`src/rtl/factorial_seq.sv`:
```
// Sequential n! engine: one RW x (OPW+1) multiply per cycle over indices 2..n,
// with a held result, a one-cycle done pulse and a sticky per-operation overflow flag.
module factorial_seq #(
    parameter int OPW = 4,
    parameter int RW  = 32
) (
    input  logic           clk,
    input  logic           rst,
    input  logic           start,
    input  logic [OPW-1:0] operand,
    output logic           busy,
    output logic           done,
    output logic [RW-1:0]  result,
    output logic           overflow
);

    typedef enum logic [1:0] {
        IDLE = 2'd0,
        RUN  = 2'd1,
        DONE = 2'd2
    } state_t;

    state_t state, state_next;

    logic [OPW-1:0]    n;
    logic [OPW:0]      idx;
    logic [RW-1:0]     acc;
    logic              ovf_acc;

    logic [RW+OPW:0]   product;
    logic              product_ovf;
    logic              skip_mul;
    logic              last_step;
    logic [RW-1:0]     acc_next;
    logic              ovf_next;

    // Single shared multiplier; overflow is judged on the untruncated product.
    always_comb begin
        product     = {{(OPW+1){1'b0}}, acc} * {{RW{1'b0}}, idx};
        product_ovf = |product[RW+OPW:RW];
        skip_mul    = (idx > {1'b0, n});
        last_step   = skip_mul || (idx == {1'b0, n});
        acc_next    = skip_mul ? acc : product[RW-1:0];
        ovf_next    = skip_mul ? ovf_acc : (ovf_acc | product_ovf);
    end

    always_ff @(posedge clk) begin
        if (rst) begin
            state <= IDLE;
        end else begin
            state <= state_next;
        end
    end

    always_comb begin
        state_next = state;
        busy       = 1'b0;
        done       = 1'b0;
        case (state)
            IDLE: begin
                if (start) begin
                    state_next = RUN;
                end
            end
            RUN: begin
                busy = 1'b1;
                if (last_step) begin
                    state_next = DONE;
                end
            end
            DONE: begin
                busy       = 1'b1;
                done       = 1'b1;
                state_next = IDLE;
            end
            default: begin
                state_next = IDLE;
            end
        endcase
    end

    // result/overflow are loaded on the final RUN edge so they are already
    // valid during the DONE cycle, alongside the done pulse.
    always_ff @(posedge clk) begin
        if (rst) begin
            n        <= '0;
            idx      <= '0;
            acc      <= '0;
            ovf_acc  <= 1'b0;
            result   <= '0;
            overflow <= 1'b0;
        end else begin
            case (state)
                IDLE: begin
                    if (start) begin
                        n       <= operand;
                        acc     <= {{(RW-1){1'b0}}, (operand != '0)};
                        idx     <= (OPW+1)'(2);
                        ovf_acc <= 1'b0;
                    end
                end
                RUN: begin
                    acc     <= acc_next;
                    ovf_acc <= ovf_next;
                    if (last_step) begin
                        result   <= acc_next;
                        overflow <= ovf_next;
                    end else begin
                        idx <= idx + (OPW+1)'(1);
                    end
                end
                default: begin
                end
            endcase
        end
    end

endmodule

```
`config.mk`:
```
export PLATFORM = sky130hd
export DESIGN_NAME = factorial_seq
export DESIGN_NICKNAME = d
export VERILOG_FILES = /design/src/rtl/factorial_seq.sv
export SDC_FILE = /design/constraint.sdc
export NUM_CORES = 1
export LEC_CHECK = 0
export BUFFER_PORTS_ARGS = -buffer_cell sky130_fd_sc_hd__buf_2
export CAP_MARGIN = 20
export CORE_ASPECT_RATIO = 1.75
export CORE_MARGIN = 5
export CORE_UTILIZATION = 35
export DETAILED_ROUTE_END_ITERATION = 10
export PLACE_DENSITY = 0.47
export SLEW_MARGIN = 30
export SYNTH_ARGS = -nofsm -noshare
export SYNTH_HDL_FRONTEND = slang
export SYNTH_SLANG_ARGS = --single-unit
```
`constraint.sdc`:
```
create_clock -name clk -period 9.2 [get_ports clk]
set_input_delay 0.46 -clock clk [delete_from_list [all_inputs] [get_ports clk]]
set_output_delay 0.46 -clock clk [all_outputs]
set_load 0.01 [all_outputs]
```
# Yosys cells after proc, flatten, opt, wreduce, memory -nomap -nowiden
# Cells that the tools add are included.
# Widths: inputs -> output; s select.
dict set report word_totals {
  register_bits 77
  word_cells 42
}
dict set report op_classes {
  addsub 1
  n_mul 1
  order_cmp 1
  n_eq_ne 6
  muxes 14
  bitwise 1
  reduce_logical 11
}
# op count
set ops {}
lappend ops {{$mux 32} 2}
lappend ops {{$pmux 32 s2} 1}
lappend ops {{$mul 32x5->37} 1}
lappend ops {{$mux 5} 2}
lappend ops {{$pmux 5 s2} 1}
lappend ops {{$reduce_and 2->1} 4}
lappend ops {{$ne 2x2->1 const B} 3}
lappend ops {{$add 5x1->5 const B} 1}
lappend ops {{$eq 5x4->1} 1}
lappend ops {{$gt 5x4->1} 1}
lappend ops {{$reduce_or 5->1} 1}
lappend ops {{$mux 1} 4}
lappend ops {{$mux 2} 2}
lappend ops {{$pmux 2 s2} 1}
lappend ops {{$reduce_bool 4->1} 1}
lappend ops {{$reduce_and 3->1} 1}
lappend ops {{$eq 2x1->1 const B} 1}
lappend ops {{$eq 2x2->1 const B} 1}
lappend ops {{$logic_not 2->1} 1}
lappend ops {{$pmux 1 s2} 1}
lappend ops {{$reduce_bool 2->1} 1}
lappend ops {{$reduce_or 2->1} 1}
lappend ops {{$logic_or 1x1->1} 1}
lappend ops {{$or 1x1->1} 1}

# Logic depth before layout (Yosys ltp)
dict set report depth {
  depth_word 5
  ltp_mapped 19
}

# Worst setup path before layout
# OpenSTA, ideal clock, no wires.
dict set report synth_path {
  path_type {register to register}
  start {reg idx[2]}
  end {reg overflow}
  arrival_time_ns 4.611
  setup_slack_ns 4.455
  path_stages_with_launch 19
  n_path_buf 2
  path_cell_list {dfxtp_1 clkbuf_1 clkbuf_1 and2_1 fa_1 fa_1 inv_1 fa_1 inv_1 ha_1 o211a_1 o31a_1 o41ai_2 a31oi_2 a221oi_4 o211ai_1 a21boi_1 o41ai_1 a211oi_1}
}
dict set report synth_via {
  elab_chain_len 4
}
# item line_no
set synth_lines {}
lappend synth_lines {{start, declared} 26} ;# logic [OPW:0] idx;
lappend synth_lines {{start signal, assigned} 98} ;# idx <= (OPW+1)'(2);
lappend synth_lines {{start signal, assigned} 109} ;# idx <= idx + (OPW+1)'(1);
lappend synth_lines {{$mul 32x5->37} 39} ;# product = {{(OPW+1){1'b0}}, acc} * {{RW{1'b0}}, idx};
lappend synth_lines {{$reduce_or 5->1} 40} ;# product_ovf = |product[RW+OPW:RW];
lappend synth_lines {{$or 1x1->1} 44} ;# ovf_next = skip_mul ? ovf_acc : (ovf_acc | product_ovf);
lappend synth_lines {{$mux 1} 44}
lappend synth_lines {{end signal, assigned} 107} ;# overflow <= ovf_next;
lappend synth_lines {{end, declared} 14} ;# output logic overflow
# Parallel ways exist; a longest one is shown, timed or not.
# A chain may end at the register's enable or synchronous reset.

# Worst setup path in the final report
dict set report layout_path {
  start {reg idx[4]}
  end {reg ovf_acc}
}
dict set report layout_via {
  elab_chain_len 5
}
# item line_no
set layout_lines {}
lappend layout_lines {{$mul 32x5->37} 39}
lappend layout_lines {{$reduce_or 5->1} 40}
lappend layout_lines {{$or 1x1->1} 44}
lappend layout_lines {{$mux 1 (*)} 44}
lappend layout_lines {{$pmux 1 s2 (*)} 93} ;# case (state)
lappend layout_lines {{end signal, assigned} 104} ;# ovf_acc <= ovf_next;
lappend layout_lines {{end, declared} 28} ;# logic ovf_acc;
# Mark *: on every way between the ends. The rest lies on a longest branch, timed or not.

==> flow_results.org <==
** GRT
- Pin count of the biggest net entering global routing :: 78
- All-Layer GR Usage :: 0.198
- GRT overflow :: 0
- The number of global-route vias before repair came to 7647.
- First-pass GRT wire length :: 42700 µm
- The initial antenna violation count came to 0.

** Timing
- The worst path needs 5.46 ns of the cycle, external delays included.
- The worst path meets setup with 3.74 ns of slack.
- Final setup violation count :: 0
- For the final database, setup skew stands at 0.0111 ns.
- Setup repair after global routing left no endpoint under its margin.
- Fin Setup TNS :: 0 ns
- Maximum achievable frequency :: 183 MHz
- Max-slew violation count :: 0
- Part of the cycle the worst path needs :: 0.593
- Final Hold Viols :: 0
- Measured slew at the worst slew-check pin :: 0.868 ns
- The worst pin sits at a relative slew slack of 0.422.

** Place
- Worst slack, placed :: 3.74 ns
- Area after DPL :: 8970 µm²
- Port buffering added 41 buffers.
- Routability Congestion :: 0.851
- The wire-length estimate of the detail-placed layout is 20000 µm.

** Critical path
- In this design, the critical path's most frequently occurring cell is fa_1.
- By startpoint and endpoint, the worst setup path is classified as register to register.
- Crit path capture type :: register
- Startpoint types :: register
- Critical path buffer and inverter count :: 3
- Worst path cell trace :: buf_4, and2_1, fa_1, fa_1, inv_1, fa_1, inv_1, ha_1, o211a_1, o31a_1, o41ai_2, a31oi_2, a221oi_4, o211ai_1, a21boi_1, o41ai_1, a21oi_1
- Delay of the slowest critical-path stage :: 0.57 ns
- At the worst endpoint, the arrival time is 5.68 ns.
- Along the worst path, the maximum fanout reaches 24.
- Flop2flop setup slack :: 3.74 ns
- Critical path required time :: 9.42 ns
- Max stage delay cell, worst path :: dfxtp_1
- Family with the most delay on the worst path :: compound AO/OA/AOI/OAI gates

** Clock network
- The H-tree was split into 3 levels.
- Post CTS Setup Buffer Count :: 0
- Deepest clock path buffer count :: 2
- Post-cts repair resize count :: 0
- CTS tree :: done
- Worst-Skew Late Latency :: 0.37 ns
- Number of clock sinks :: 77
- Number of buffers inserted during clock tree synthesis :: 9
- Clock-pin slew was measured on the worst setup and hold paths at 0.07 ns.
- Master cell of the clock root buffer :: clkbuf_16
- Hold repair after CTS inserted 0 buffers.

** Synth
- Net count after synthesis :: 1209
- Synthesis produced a netlist whose cell count is 1059.
- The synthesized design contains 0 enable-type register cells.
- Warnings from Yosys :: 0
- In the synthesized netlist the async set-or-reset flop fraction comes to 0.
- Mean Syn Cell Area :: 8.11 µm²
- After synthesis the netlist holds a flip-flop and latch count of 77.
- For this run, the register share of the synthesized area comes to 0.179.
- Of the post-synthesis cell area, the part taken by muxes is 0.00350.
- By area, the combinational part of the netlist is dominated by adder cells.
- Cell Area, Synth :: 8590 µm²
- Flip-flop cell with the highest count after synthesis :: dfxtp_1
- Area fraction in and, or, nand and nor cells after synthesis :: 0.233
- The fraction of the mapped netlist area in compound gates is 0.172.
- Synthesized-area fraction occupied by adder cells :: 0.287
- The number of different library cells used by synthesis comes to 75.
- Xor/xnor share of the synthesized area :: 0.0296

** Cells and area
- Area growth from synthesis to layout :: 8.35%
- The finished cells cover 9310 µm².
- Commonest cells after routing, fill and taps aside :: inv_1, and2_1, nor2_1
- Final standard cell utilization of the core :: 0.381
- Leaving out fill and tap cells, the most frequent cell in the layout is inv_1.
- Sequential cell area :: 1540 µm²
- After the last flow step, the layout net total stands at 1216.
- Area used by multi-input combinational logic :: 6250 µm²
- In the final layout, the share of cells above drive strength 1 is 0.0831.
- Count of antenna diodes in the layout :: 0
- The filler cells instantiated in the layout total 2578.

** Drt
- The routed design has 26400 µm of wire.
- After detailed routing, the average wire length per cell comes to 19.1 µm.
- After detailed routing, the number of vias per cell comes to 5.20.
- Before antenna repair, the detailed router went through 5 iterations.
- Total DRC errors in the routed layout :: 0
- The final route contains 7197 vias.
- In this run, the number of DRC markers left after iteration 0 of detailed routing was 334.
- The detail route stage leaves a number of antenna-violating nets equal to 0.

** Die
- Die footprint :: 27900 µm²
- Number of cell rows :: 76
- The region available for standard cell placement spans 24400 µm².
- 42 I/O pins were placed.
- The initial utilization of the core area, before any placement, comes to 0.352.
- The die is 217 µm tall.
- From left edge to right edge, the die measures 128 µm.

** Power
- Total power for the finished layout comes to 0.00120 W.
- IR analysis of the VDD net gives a maximum drop of 84.2 µV.
- In this run the power density over the cells is 128 nW/µm².
- LEAKAGE :: 4.39 nW

** Flow run
- Number of violations of the max-capacitance limit :: 0

** Hold path
- Worst min-delay path category :: input port to register

** Status
- Result of the run :: completed
## cells by family after synthesis
family | Yosys count
XOR/XNOR | 29
adder cells (fa/ha/maj) | 143
multiplexers | 3
AO/OA/AOI/OAI | 210
flip-flops | 77
AND/OR/NAND/NOR | 407
buffers and inverters | 190
## flip-flops by register name, indices dropped and copies added (netlist names)
| signal | flops |
|---|---|
| state | 2 |
| result | 32 |
| n | 4 |
| overflow | 1 |
| ovf_acc | 1 |
| acc | 32 |
| idx | 5 |
## Yosys cell counts (5+ instances only)
cell type / count / area, µm²
a311oi_1: 12 / 105
xnor2_1: 17 / 149
a211oi_1: 12 / 90.1
ha_1: 53 / 663
nand2_1: 109 / 409
dfxtp_1: 77 / 1540
nand2b_1: 5 / 31.3
inv_1: 134 / 503
o21a_1: 7 / 52.6
fa_1: 90 / 1800
a21o_1: 13 / 97.6
nor2_1: 111 / 417
o21ai_0: 24 / 120
xor2_1: 12 / 105
clkbuf_1: 38 / 143
nand3_1: 10 / 50.1
nand4_1: 8 / 50.1
and2_1: 125 / 782
nor3_1: 17 / 85.1
a21oi_1: 63 / 315
a22oi_1: 29 / 218
a31oi_1: 6 / 37.5
## tightest hold or removal path, cell delays in order
cell and delay, ns:
buf_2 0.11, nand3_1 0.07, a21oi_1 0.06
## final cells by class
cell class	instances	share of cell area
inverter	135	0.0544
multi-input combinational	792	0.671
clock inverter	6	0.0120
clock buffer	10	0.0246
sequential	77	0.166
tap	312	0.0419
timing repair buffer	51	0.0301
## where the power goes
group / leakage (nW) / internal (W) / switching, W / total (W)
Clock: 0.163 / 0.000265 / 0.000166 / 0.000431
Combinational: 3.60 / 0.000104 / 0.000256 / 0.000361
Sequential: 0.625 / 0.000371 / 0.0000339 / 0.000404
## stage by stage
stage | instances | hold slack, ns
2_1_floorplan | 1059 | 0.432
3_3_place_gp | 1367 | 0.440
3_5_place_dp | 1367 | 0.451
4_1_cts | 1383 | 0.383
5_1_grt | 1383 | 0.399
6_report | 1383 | 0.390
## path summary, 6_finish.rpt
path	startpoint	endpoint	cells past startpoint
hold / removal	operand[1]	n[1]	3
setup / recovery	idx[4]	ovf_acc	17
hold reg to reg	result[16]	result[16]	2
setup reg to reg	idx[4]	ovf_acc	17
## per-layer routing
layer / part of all wire / global-route usage / vias up
met5: 0 / 0 / -
met2: 0.57 / 0.388 / 108
li1: - / - / 3468
met1: 0.38 / 0.214 / 3581
met3: 0.021 / 0.0221 / 40
met4: 0.030 / 0.0659 / 0
No activity file was read; power rests on OpenSTA's default activity.
